`src/rtl/dsp_seq_pkg.sv`:
```
// ---------------------------------------------------------------------------
// dsp_seq_pkg
// Shared definitions for the dsp_slice control micro-sequencer:
//   - bit positions of the 13-bit instruction word
//   - sequencer state encoding
//   - the registered control-word layout and the NOP word used while draining
// ---------------------------------------------------------------------------
package dsp_seq_pkg;

   // Instruction word layout
   localparam int MUX_LSB  = 0;
   localparam int MUX_W    = 5;
   localparam int NEG_BIT  = 5;
   localparam int LDC_BIT  = 6;
   localparam int ACC_BIT  = 7;
   localparam int COEF_LSB = 8;
   localparam int COEF_W   = 3;
   localparam int CAP_BIT  = 11;
   localparam int LAST_BIT = 12;
   localparam int INSTR_W  = 13;

   typedef enum logic [1:0] {
      ST_IDLE  = 2'd0,
      ST_RUN   = 2'd1,
      ST_DRAIN = 2'd2,
      ST_DONE  = 2'd3
   } seq_state_t;

   // Control bundle presented to the slice
   typedef struct packed {
      logic              ena;
      logic              loadconst;
      logic              accumulate;
      logic              negate;
      logic [MUX_W-1:0]  mux_sel;
      logic [COEF_W-1:0] coefsela;
   } ctrl_word_t;

   // Keeps the slice clocking with no operation selected
   localparam ctrl_word_t NOP_WORD = ctrl_word_t'{1'b1, 1'b0, 1'b0, 1'b0, 5'd0, 3'd0};

endpackage

```
`src/rtl/dsp_capture_tracker.sv`:
```
// ---------------------------------------------------------------------------
// dsp_capture_tracker
// Follows capture flags through the slice pipeline and latches the slice
// result when a flagged word's result emerges.
// Ports:
//   clk, clr        clock, synchronous active-high reset
//   i_shift         advance the tracker this edge (sequencer not idle)
//   i_cap           capture flag of the word being issued this edge
//   i_resulta       slice result
//   o_result_q      last captured result (held between captures)
//   o_result_valid  one-cycle pulse when o_result_q is updated
// ---------------------------------------------------------------------------
module dsp_capture_tracker #(
   parameter int PIPE_LAT = 3
) (
   input  logic        clk,
   input  logic        clr,
   input  logic        i_shift,
   input  logic        i_cap,
   input  logic [63:0] i_resulta,
   output logic [63:0] o_result_q,
   output logic        o_result_valid
);

   logic [PIPE_LAT-1:0] r_pipe;
   logic [63:0]         r_result_q;
   logic                r_result_valid;

   // A flag loaded at edge Ek sits in r_pipe[PIPE_LAT-1] after edge
   // Ek+PIPE_LAT-1, so the capture fires exactly on edge Ek+PIPE_LAT.
   always_ff @(posedge clk) begin
      if (clr) begin
         r_pipe         <= '0;
         r_result_q     <= '0;
         r_result_valid <= 1'b0;
      end else begin
         r_result_valid <= 1'b0;
         if (i_shift) begin
            r_pipe[0] <= i_cap;
            for (int i = 1; i < PIPE_LAT; i++) begin
               r_pipe[i] <= r_pipe[i-1];
            end
            if (r_pipe[PIPE_LAT-1]) begin
               r_result_q     <= i_resulta;
               r_result_valid <= 1'b1;
            end
         end
      end
   end

   assign o_result_q     = r_result_q;
   assign o_result_valid = r_result_valid;

endmodule

```
`src/rtl/dsp_ctrl_sequencer.sv`:
```
// ---------------------------------------------------------------------------
// dsp_ctrl_sequencer
// Programmable micro-sequencer for the control side of a dsp_slice.
// A host loads an instruction table while idle, then start runs the program
// rep_count times (0 counts as 1), drains the slice pipeline with NOP words
// for PIPE_LAT cycles and pulses done. Results flagged by the program are
// captured PIPE_LAT edges after their control word was issued.
// Ports:
//   clk, clr                       clock, synchronous active-high reset
//   prog_we/prog_addr/prog_data    table write port (honoured in IDLE only)
//   start, rep_count               run request and pass count
//   busy, done                     status (RUN/DRAIN, end-of-run pulse)
//   ena..coefsela                  registered slice controls
//   resulta                        slice result input
//   result_q, result_valid         captured result and its update strobe
// ---------------------------------------------------------------------------
module dsp_ctrl_sequencer
   import dsp_seq_pkg::*;
#(
   parameter int DEPTH    = 16,
   parameter int ADDR_W   = 4,
   parameter int PIPE_LAT = 3,
   parameter int REP_W    = 8
) (
   input  logic               clk,
   input  logic               clr,
   input  logic               prog_we,
   input  logic [ADDR_W-1:0]  prog_addr,
   input  logic [INSTR_W-1:0] prog_data,
   input  logic               start,
   input  logic [REP_W-1:0]   rep_count,
   output logic               busy,
   output logic               done,
   output logic               ena,
   output logic               loadconst,
   output logic               accumulate,
   output logic               negate,
   output logic [4:0]         mux_sel,
   output logic [2:0]         coefsela,
   input  logic [63:0]        resulta,
   output logic [63:0]        result_q,
   output logic               result_valid
);

   localparam int DRN_W = $clog2(PIPE_LAT + 1);

   logic [INSTR_W-1:0] r_table [DEPTH];
   seq_state_t         r_state;
   logic [ADDR_W-1:0]  r_pc;
   logic [REP_W-1:0]   r_pass;
   logic [DRN_W-1:0]   r_drain;
   ctrl_word_t         r_ctrl;
   logic               r_busy;
   logic               r_done;

   logic [INSTR_W-1:0] w_instr;
   ctrl_word_t         w_word;
   logic               w_end_of_prog;

   // Table has no reset so its contents survive clr
   always_ff @(posedge clk) begin
      if (!clr && prog_we && (r_state == ST_IDLE)) begin
         r_table[prog_addr] <= prog_data;
      end
   end

   assign w_instr       = r_table[r_pc];
   assign w_end_of_prog = w_instr[LAST_BIT] || (r_pc == ADDR_W'(DEPTH - 1));

   always_comb begin
      w_word            = NOP_WORD;
      w_word.loadconst  = w_instr[LDC_BIT];
      w_word.accumulate = w_instr[ACC_BIT];
      w_word.negate     = w_instr[NEG_BIT];
      w_word.mux_sel    = w_instr[MUX_LSB +: MUX_W];
      w_word.coefsela   = w_instr[COEF_LSB +: COEF_W];
   end

   // Outputs are registered from the state held before each edge, so the
   // first instruction appears one edge after the start edge.
   always_ff @(posedge clk) begin
      if (clr) begin
         r_state <= ST_IDLE;
         r_pc    <= '0;
         r_pass  <= '0;
         r_drain <= '0;
         r_ctrl  <= '0;
         r_busy  <= 1'b0;
         r_done  <= 1'b0;
      end else begin
         r_done <= 1'b0;
         case (r_state)
            ST_IDLE: begin
               r_ctrl <= '0;
               r_busy <= 1'b0;
               if (start) begin
                  r_state <= ST_RUN;
                  r_pc    <= '0;
                  r_pass  <= (rep_count == '0) ? REP_W'(1) : rep_count;
               end
            end
            ST_RUN: begin
               r_ctrl <= w_word;
               r_busy <= 1'b1;
               if (w_end_of_prog) begin
                  r_pc <= '0;
                  if (r_pass > REP_W'(1)) begin
                     r_pass <= r_pass - REP_W'(1);
                  end else begin
                     r_state <= ST_DRAIN;
                     r_drain <= DRN_W'(PIPE_LAT);
                  end
               end else begin
                  r_pc <= r_pc + ADDR_W'(1);
               end
            end
            ST_DRAIN: begin
               r_ctrl  <= NOP_WORD;
               r_busy  <= 1'b1;
               r_drain <= r_drain - DRN_W'(1);
               if (r_drain == DRN_W'(1)) begin
                  r_state <= ST_DONE;
               end
            end
            default: begin
               r_ctrl  <= '0;
               r_busy  <= 1'b0;
               r_done  <= 1'b1;
               r_state <= ST_IDLE;
            end
         endcase
      end
   end

   dsp_capture_tracker #(
      .PIPE_LAT (PIPE_LAT)
   ) u_tracker (
      .clk            (clk),
      .clr            (clr),
      .i_shift        (r_state != ST_IDLE),
      .i_cap          ((r_state == ST_RUN) && w_instr[CAP_BIT]),
      .i_resulta      (resulta),
      .o_result_q     (result_q),
      .o_result_valid (result_valid)
   );

   assign busy       = r_busy;
   assign done       = r_done;
   assign ena        = r_ctrl.ena;
   assign loadconst  = r_ctrl.loadconst;
   assign accumulate = r_ctrl.accumulate;
   assign negate     = r_ctrl.negate;
   assign mux_sel    = r_ctrl.mux_sel;
   assign coefsela   = r_ctrl.coefsela;

endmodule

```
`config.mk`:
```
export PLATFORM = sky130hd
export DESIGN_NAME = dsp_ctrl_sequencer
export DESIGN_NICKNAME = d
export VERILOG_FILES = /design/src/rtl/dsp_seq_pkg.sv /design/src/rtl/dsp_capture_tracker.sv /design/src/rtl/dsp_ctrl_sequencer.sv
export SDC_FILE = /design/constraint.sdc
export NUM_CORES = 1
export LEC_CHECK = 0
export ABC_AREA = 1
export BUFFER_PORTS_ARGS = -buffer_cell sky130_fd_sc_hd__buf_4
export CORE_MARGIN = 1.5
export CORE_UTILIZATION = 45
export CTS_BUF_LIST = sky130_fd_sc_hd__clkbuf_16
export CTS_CLUSTER_SIZE = 12
export DETAILED_ROUTE_END_ITERATION = 10
export MAX_ROUTING_LAYER = met4
export PLACE_DENSITY = 0.67
export SLEW_MARGIN = 25
export SYNTH_ARGS = -nofsm -noshare
export SYNTH_HDL_FRONTEND = slang
export SYNTH_SLANG_ARGS = --single-unit
```
`constraint.sdc`:
```
create_clock -name clk -period 5.3 [get_ports clk]
set_clock_uncertainty 0.2 [all_clocks]
set_input_delay 0.53 -clock clk [delete_from_list [all_inputs] [get_ports clk]]
set_output_delay 0.53 -clock clk [all_outputs]
set_load 0.05 [all_outputs]
```
## Yosys cells after proc, flatten, opt, wreduce, memory -nomap -nowiden

Memory sizes are Yosys's and may differ from the RTL's. A register that Yosys moved wholly into a read port is not among the register bits.
Cells that the tools add are included.

- Bits in read-only memories: 0
- Memories kept: 1
- Bits of input ports: 93
- Logic and storage cells: 72
- Output and inout bits: 79
- Register bits after elaboration: 98
- RAM bits: 208
- Latch bits: 0

Memories:

| name | words | bits a word | rd ports | clocked after Yosys merged registers in | write ports | RTL line | RTL |
|---|---|---|---|---|---|---|---|
| r_table | 16 | 13 | 1 | 1 | 1 | dsp_ctrl_sequencer.sv:47 | `logic [INSTR_W-1:0] r_table [DEPTH];` |

- Add/sub/neg operators: 3
- Div/mod/pow operators: 0
- Muxes and demuxes: 24
- Shifts and indexed selects: 0
- $lt $le $gt $ge: 1
- Reduce and logical (&&, ||, !) cells: 18
- Equality and inequality tests: 9
- Bitwise logic cells: 1
- Multipliers: 0

Operators by type and width:

| cell | count |
|---|---|
| two-way mux 8 bit | 4 |
| one-hot mux 12 bit (2 select lines) | 1 |
| two-way mux 4 bit | 4 |
| one-hot mux 8 bit (2 select lines) | 1 |
| two-way mux 2 bit | 6 |
| != test 2 bit (second input constant) | 5 |
| > comparator 8 x 1 -> 1 bit (second input constant) | 1 |
| logical NOT 8 bit | 1 |
| one-hot mux 4 bit (2 select lines) | 1 |
| AND reduction 4 bit | 2 |
| subtractor 8 x 1 -> 8 bit (second input constant) | 1 |
| one-hot mux 2 bit (3 select lines) | 1 |
| nonzero test 2 bit | 3 |
| two-way mux 1 bit | 5 |
| adder 4 x 1 -> 4 bit (second input constant) | 1 |
| == test 2 x 1 -> 1 bit (second input constant) | 2 |
| == test 4 bit (second input constant) | 1 |
| one-hot mux 2 bit (2 select lines) | 1 |
| AND reduction 2 bit | 2 |
| OR reduction 2 bit | 2 |
| logical AND 1 bit | 3 |
| AND reduction 3 bit | 1 |
| OR reduction 3 bit | 1 |
| == test 2 bit (second input constant) | 1 |
| other kinds (5) | 5 |

## Longest topological paths before layout

Gate-level depths: netlist (run 1).

- Depth in word-level cells: 6
- Mapped depth: 13
- Depth with buffers taken out: 12

## By module

Synthesis (run 1) repeated with hierarchy kept, for this count alone.

- Cell total of the unflattened synthesis: 1,215
- Area total of the unflattened synthesis: 12,474.5 um^2

By module, submodules not included:

| module | cells an instance | area each (um^2) | times used | sequential area each (um^2) |
|---|---|---|---|---|
| dsp_ctrl_sequencer | 793 | 9,713.1 | 1 | 6,906.6 |
| dsp_capture_tracker | 422 | 2,761.4 | 1 | 1,361.3 |

## Least setup slack after synthesis (run 1)

OpenSTA, ideal clock, no wires.

- Path kind: input-to-reg
- Start point: input port clr
- End point: memory r_table[0][0], enable pin
- Stages: 4
- Arrival time: 1.629 ns
- Buffers on the path: 1
- Path slack: 3.088 ns
- Required time: 4.718 ns
- Library setup time: 0.382 ns
- Cells stage by stage: clkbuf_1 nor2_1 nand3_1 nor2_1

- Cells in the longest elaborated chain, start to end: 5

Ends and longest elaborated chain:

| element | RTL line | RTL |
|---|---|---|
| start, declared | dsp_ctrl_sequencer.sv:26 | `input logic clr,` |
| logical NOT 1 bit | dsp_ctrl_sequencer.sv:62 | `if (!clr && prog_we && (r_state == ST_IDLE)) begin` |
| logical AND 1 bit (2 in series) | dsp_ctrl_sequencer.sv:62 |  |
| two-way mux 1 bit | dsp_ctrl_sequencer.sv:62 |  |
| two-way mux 1 bit (implied by the code) | dsp_ctrl_sequencer.sv:63 | `r_table[prog_addr] <= prog_data;` |
| end, declared | dsp_ctrl_sequencer.sv:47 |  |

Every way passes these cells.

==> impl_metrics.json, run 1 <==
{
  "initial_core_util": 0.458,
  "netSwitchingFraction": 0.360,
  "layout_common_cells": "nor2_1 (275), edfxtp_1 (208), buf_4 (185), o21ai_0 (170), dfxtp_1 (100)",
  "ys_warn_count": 0,
  "worstSetupPathType": "reg -> reg",
  "path_clk_slew_ns": 0.06,
  "power_frac_comb": 0.318,
  "powerDensity_nw_per_um2": 522,
  "drc": 0,
  "cp-start-kind": "flop",
  "fmax_mhz": 363,
  "viasPerCell": 5.32,
  "finalCritPeriodShare": 0.519,
  "hold_path_class": "in -> reg",
  "hold_slack_ns": 0.0628,
  "tns_ns": 0,
  "grt_overflow": 0,
  "wirelength_um": 28500,
  "antenna_found_initial": 0,
  "h-tree-depth": 2,
  "dp_cells": 1546,
  "pwr-share-seq": 0.386,
  "ys_seq_area_frac": 0.693,
  "peakVddDrop_uv": 314,
  "area_growth_pct": 22.0,
  "min_period_ns": 2.75,
  "clkLatencyLatePin_ns": 0.51,
  "status": "completed",
  "worst-path-max-fanout": 50,
  "hold_path_depth": 2,
  "grt_first_pass_wirelength_um": 44600,
  "gr-usage-met2": 0.319,
  "maxCapViolCount": 0,
  "ant_nets": 0,
  "yosys-top-cells-area": "edfxtp_1 (52%), dfxtp_1 (17%), nor2_1 (9.0%)",
  "cts_setup_buffers": 0,
  "max_stage_delay_ns": 0.55,
  "die_w_um": 166,
  "r2r_cells": 10,
  "crit_path_end_kind": "flop",
  "max_slew_margin": 0.341,
  "rsz0062_at_grt": "no",
  "syn_area_um2": 11900,
  "num_rows": 59,
  "grt_util_met3": 0.0419,
  "drive_above_1_share": 0.195,
  "cts_hold_buffers": 0,
  "path_cells": "inv_2, buf_4, nand2_1, nand3_1, nand3_1, nand3_1, nand3_4, nand2_1, nand2_1, nor3_1",
  "report.power.total_mw": 7.60,
  "crit_required_ns": 5.50,
  "die-height_um": 166,
  "p_clk_frac": 0.296,
  "finalWeightedCongestion": 0.808,
  "cts_buffers": 34,
  "synth_cell_type_count": 30,
  "ys_ff_latch": 309,
  "syn_nets": 1193,
  "synth_area_per_cell_um2": 10.9,
  "slew_viol_final": 0,
  "wl_per_cell_um": 17.8,
  "place_hpwl_um": 18100,
  "clock_path_buffers": 3,
  "clockRootBuffer": "clkbuf_16",
  "hold_path.startpoint": "clr",
  "r2r_slack_ns": 2.55,
  "synth_top_area_cell": "edfxtp_1",
  "use_met1": 0.288,
  "grt-busiest-layer": "met2",
  "die-area_um2": 27500,
  "io_buffers": 171,
  "ctsResizeCount": 0,
  "cp.arrival_ns": 2.96,
  "cts_tree": "built",
  "final_common_cell": "nor2_1",
  "worstMarginPinSlew_ns": 0.988,
  "clock-sinks": 309,
  "antenna_cells": 0,
  "stdcell_count": 1608,
  "num_vias": 8549,
  "nets": 1349,
  "grt_pass1_vias": 8314,
  "cellLeakagePower_nw": 5.50,
  "drtPass1Iterations": 5,
  "num_io_pins": 172,
  "intPower_mw": 4.86,
  "fin_ws_ns": 2.55,
  "synth.top_cell.area_share": 0.523,
  "cp_slowest_cell": "buf_4",
  "hold_end": "done$_SDFF_PP0_",
  "syn_inst": 1091,
  "grt_max_degree": 105,
  "setup_viol": 0,
  "p_sw_mw": 2.74,
  "finalHoldViolations": 0,
  "place_ws_ns": 2.41,
  "core_um2": 26100,
  "grtUsageTotal": 0.211,
  "drtIter0Drc": 737
}
-- cell type report --
class,instances,area (um2)
well taps,335,419
clock buffers,37,926
clock inverters,25,149
repair buffers,185,1390
fillers,2204,11500
multi-input cells,673,3240
flip-flops and latches,309,8270
inverters,44,168
-- per-layer routing --
| layer | share of wire | up-vias |
|---|---|---|
| li1 | - | 4131 |
| met1 | 0.44 | 3995 |
| met2 | 0.45 | 366 |
| met3 | 0.081 | 57 |
| met4 | 0.023 | 0 |
| met5 | 0 | - |
-- stage by stage --
stage          utilization  area (um2)
2_1_floorplan            -       11900
3_3_place_gp         0.516       13500
3_5_place_dp         0.517       13500
4_1_cts              0.558       14600
5_1_grt              0.559       14600
6_report             0.559       14600
-- power by group through the flow --
stage                     Combinational, mW  Clock, mW  Sequential (mW)
after global routing                   2.67       2.38             2.96
final                                  2.42       2.25             2.93
after detailed placement               2.41          0             2.98
after global placement                 2.38          0             2.97
after floorplan                        1.28          0             3.45
after CTS                              2.42       2.28             2.93
-- worst max-delay path, delay by kind of cell (launching register included) --
| kind | cells | cell delay (ns) |
|---|---|---|
| buffers and inverters | 2 | 1.08 |
| flip-flops | 1 | 0.32 |
| AND/OR/NAND/NOR | 8 | 1.02 |
-- Yosys cell counts --
cell type,count
clkbuf_1,46
a22oi_1,1
nand3_4,2
xnor2_1,1
xor2_1,2
buf_1,2
edfxtp_1,208
nand3_1,30
inv_1,42
nand3_2,1
clkbuf_2,2
a21oi_1,16
nor2_1,286
or2_2,3
nand4_1,4
buf_6,2
o221ai_1,30
buf_2,10
dfxtp_1,101
nor3_1,3
o31ai_1,1
ha_1,9
o211ai_1,15
o21ai_1,3
nand2_1,75
o22ai_1,20
inv_2,2
buf_4,3
nor4_1,1
o21ai_0,170
-- cell families (layout without fill, tap and decap cells) --
family | after synthesis | in the layout | synth area share
simple gates | 405 | 405 | 0.135
xor+xnor | 3 | 3 | 0.00220
compound gates | 256 | 256 | 0.122
buf+inv | 109 | 291 | 0.0377
flops | 309 | 309 | 0.693
fa+ha+maj | 9 | 9 | 0.00944
-- how the worst max path moves through the flow --
| stage | slack, ns | end |
|---|---|---|
| 4_1_cts | 2.41 | r_table[7][7]$_DFFE_PP_ |
| 3_5_place_dp | 2.41 | r_table[7][4]$_DFFE_PP_ |
| 5_1_grt | 2.31 | flop |
| 2_1_floorplan | 3.09 | r_table[0][0]$_DFFE_PP_ |
| 3_3_place_gp | 2.48 | r_table[6][0]$_DFFE_PP_ |
| 6_report | 2.55 | flop |
-- registers in the layout, summed over array words and instances (netlist names), named ones only --
register and flops:
coefsela 3, done 1, r_state 2, r_table 208
r_pc 4, r_drain 2, u_tracker.o_result_valid 1, loadconst 1
mux_sel 5, accumulate 1, ena 1, negate 1
r_pass 8, u_tracker.o_result_q 64, u_tracker.r_pipe 3
No activity file was read; power rests on OpenSTA's default activity.
==> run 2: changes to the inputs <==
Settings changed: ABC_AREA 1 to 0.
Clock period 5.3 ns to 2.61 ns, I/O delays scaled along.
==> run 2 against run 1 <==
Net effect:
- die area shrank 1.3%
- hold slack worse by 0.016 ns
- via count down 12%
- maximum frequency grew 12%
- largest cell class unchanged
- clock power grew 98%
==> impl_metrics.json, run 2 <==
{
  "syn_area_um2": 11800,
  "clock_path_buffers": 3,
  "yosys-top-cells-area": "edfxtp_1 (53%), dfxtp_1 (17%), mux4_2 (12%)",
  "p_sw_mw": 3.13,
  "path_clk_slew_ns": 0.06,
  "hold_path.startpoint": "rep_count[7]",
  "synth.top_cell.area_share": 0.530,
  "fillers": 1935,
  "async_reset_ff_frac": 0,
  "max_slew_margin": 0.557,
  "finalWeightedCongestion": 0.823,
  "crit_required_ns": 2.78,
  "io_buffers": 171,
  "netlist_top_cells_count": "edfxtp_1 (208), nand2_1 (142), dfxtp_1 (101)",
  "rsz0062_at_grt": "no",
  "area_growth_pct": 31.4,
  "grtUsageTotal": 0.211,
  "pwr-share-seq": 0.448,
  "viasPerCell": 5.29,
  "antenna_found_initial": 0,
  "cp-start-kind": "flop",
  "setup_viol": 0,
  "worst-path-max-fanout": 7,
  "crit_path_end_kind": "flop",
  "status": "completed",
  "worstMarginPinSlew_ns": 0.664,
  "grt_max_degree": 66,
  "die-height_um": 165,
  "die_w_um": 165,
  "netSwitchingFraction": 0.254,
  "regMostFlops": "r_table",
  "num_vias": 7494,
  "grt_overflow": 0,
  "cts_tree": "built",
  "slew_viol_final": 0,
  "h-tree-depth": 2,
  "antenna_cells": 0,
  "peakVddDrop_uv": 483,
  "ys_warn_count": 0,
  "largest_register_ff_count": 208,
  "grt_first_pass_wirelength_um": 41000,
  "grt_pass1_vias": 7246,
  "finalHoldViolations": 0,
  "fmax_mhz": 407,
  "p_clk_frac": 0.363,
  "ant_nets": 0,
  "clkLatencyLatePin_ns": 0.51,
  "drive_above_1_share": 0.302,
  "min_period_ns": 2.45,
  "core_um2": 25800,
  "place_hpwl_um": 16400,
  "hold_slack_ns": 0.0464,
  "drc": 0,
  "worstSetupPathType": "reg -> reg",
  "drtIter0Drc": 660,
  "finalCritPeriodShare": 0.940,
  "initial_core_util": 0.456,
  "clock-sinks": 309,
  "clockRootBuffer": "clkbuf_16",
  "cp.arrival_ns": 2.62,
  "hold_path_class": "in -> reg",
  "synth_cell_type_count": 49,
  "drtPass1Iterations": 5,
  "power_frac_comb": 0.188,
  "final_common_cell": "edfxtp_1",
  "syn_nets": 880,
  "intPower_mw": 9.16,
  "synth_most_common_cell": "edfxtp_1",
  "layout_common_cells": "edfxtp_1 (208), buf_4 (203), nand2_1 (141), dfxtp_1 (99), dlygate4sd3_1 (82)",
  "r2r-start": "r_pass[0]$_SDFFE_PP0P_",
  "ys.flop_type": "edfxtp_1",
  "ys_ff_latch": 309,
  "maxCapViolCount": 0,
  "die-area_um2": 27200,
  "num_io_pins": 172,
  "nets": 1157,
  "ys_seq_area_frac": 0.702,
  "tns_ns": 0,
  "num_rows": 59,
  "wirelength_um": 28300,
  "cts_buffers": 34,
  "synth_edf_count": 208,
  "crit_start": "r_pass[0]$_SDFFE_PP0P_",
  "synth_top_area_cell": "edfxtp_1",
  "wl_per_cell_um": 20.0,
  "powerDensity_nw_per_um2": 794,
  "synth_area_per_cell_um2": 15.1,
  "syn_inst": 778,
  "cellLeakagePower_nw": 5.50
}
run 2: cell types whose count changed after synthesis, moves of 11 or more:
cell / before / now
o21ai_0: 170 / 5
o211ai_1: 15 / 2
clkbuf_1: 46 / 25
o22ai_1: 20 / 1
nor2b_1: 0 / 20
mux4_2: 0 / 63
nand3_1: 30 / 5
nor2_1: 286 / 24
inv_1: 42 / 9
a21oi_1: 16 / 73
nand2_1: 75 / 142
o221ai_1: 30 / 1
buf_1: 2 / 13
run 2: layer usage:
layer / share of wire / vias up / global-route usage
met5: 0 / - / -
met4: 0.025 / 0 / 0.0631
met3: 0.062 / 52 / 0.0397
met2: 0.51 / 259 / 0.360
met1: 0.41 / 3707 / 0.256
li1: - / 3476 / -
run 2: layout make-up:
type / count / area [um2] / area share
Clock buffer: 37 / 926 / 0.0598
Clock inverter: 25 / 125 / 0.00808
Inverter: 10 / 37.5 / 0.00242
Multi-Input combinational cell: 413 / 3310 / 0.214
Sequential cell: 309 / 8270 / 0.534
Tap cell: 335 / 419 / 0.0271
Timing Repair Buffer: 287 / 2380 / 0.154
run 2: worst paths after layout:
kind | cells past startpoint | endpoint | slack (ns)
max reg2reg | 7 | r_pass[7]$_SDFFE_PP0P_ | 0.16
min reg2reg | 2 | u_tracker.o_result_q[15]$_SDFFE_PP0P_ | 0.25
max | 7 | r_pass[7]$_SDFFE_PP0P_ | 0.16
min | 4 | r_pass[7]$_SDFFE_PP0P_ | 0.05
run 2: per-stage QoR:
stage / util / cell area [um2] / cells / total power, mW / setup slack, ns
2_1_floorplan: - / 11800 / 778 / 7.23 / 0.0784
3_3_place_gp: 0.526 / 13600 / 1272 / 7.78 / 0.219
3_5_place_dp: 0.526 / 13600 / 1272 / 7.80 / 0.102
4_1_cts: 0.599 / 15500 / 1416 / 12.4 / 0.0978
5_1_grt: 0.599 / 15500 / 1416 / 12.8 / 0.00892
6_report: 0.599 / 15500 / 1416 / 12.3 / 0.155
run 2: logic make-up after synthesis:
logic type               after synthesis  synth area share
adder cells (fa/ha/maj)                9           0.00956
AO/OA/AOI/OAI                        108            0.0565
AND/OR/NAND/NOR                      222            0.0813
multiplexers                          71             0.128
buffers and inverters                 56            0.0202
flip-flops                           309             0.702
XOR/XNOR                               3           0.00223
run 2: power groups by stage:
stage | registers [mW] | logic, mW | clock network [mW]
after floorplan | 5.64 | 1.60 | 0
after global placement | 5.60 | 2.17 | 0
after detailed placement | 5.61 | 2.19 | 0
after CTS | 5.50 | 2.30 | 4.57
after global routing | 5.53 | 2.51 | 4.77
final | 5.51 | 2.32 | 4.46
run 2: critical path, stage by stage, from the launching register on:
cell and delay (ns):
dfxtp_1 0.49, inv_1 0.08, ha_1 0.24, or2_2 0.31
a2111oi_4 0.42, a21boi_0 0.15, o311ai_0 0.32, o31ai_1 0.13
run 2: timing repair:
item                                    in CTS  in global routing
gates resized for setup                      0                  1
hold buffers                                82                  0
buffers inserted                             0                  0
endpoints found under the setup margin       0                  2
endpoints found under the hold margin      277                  0
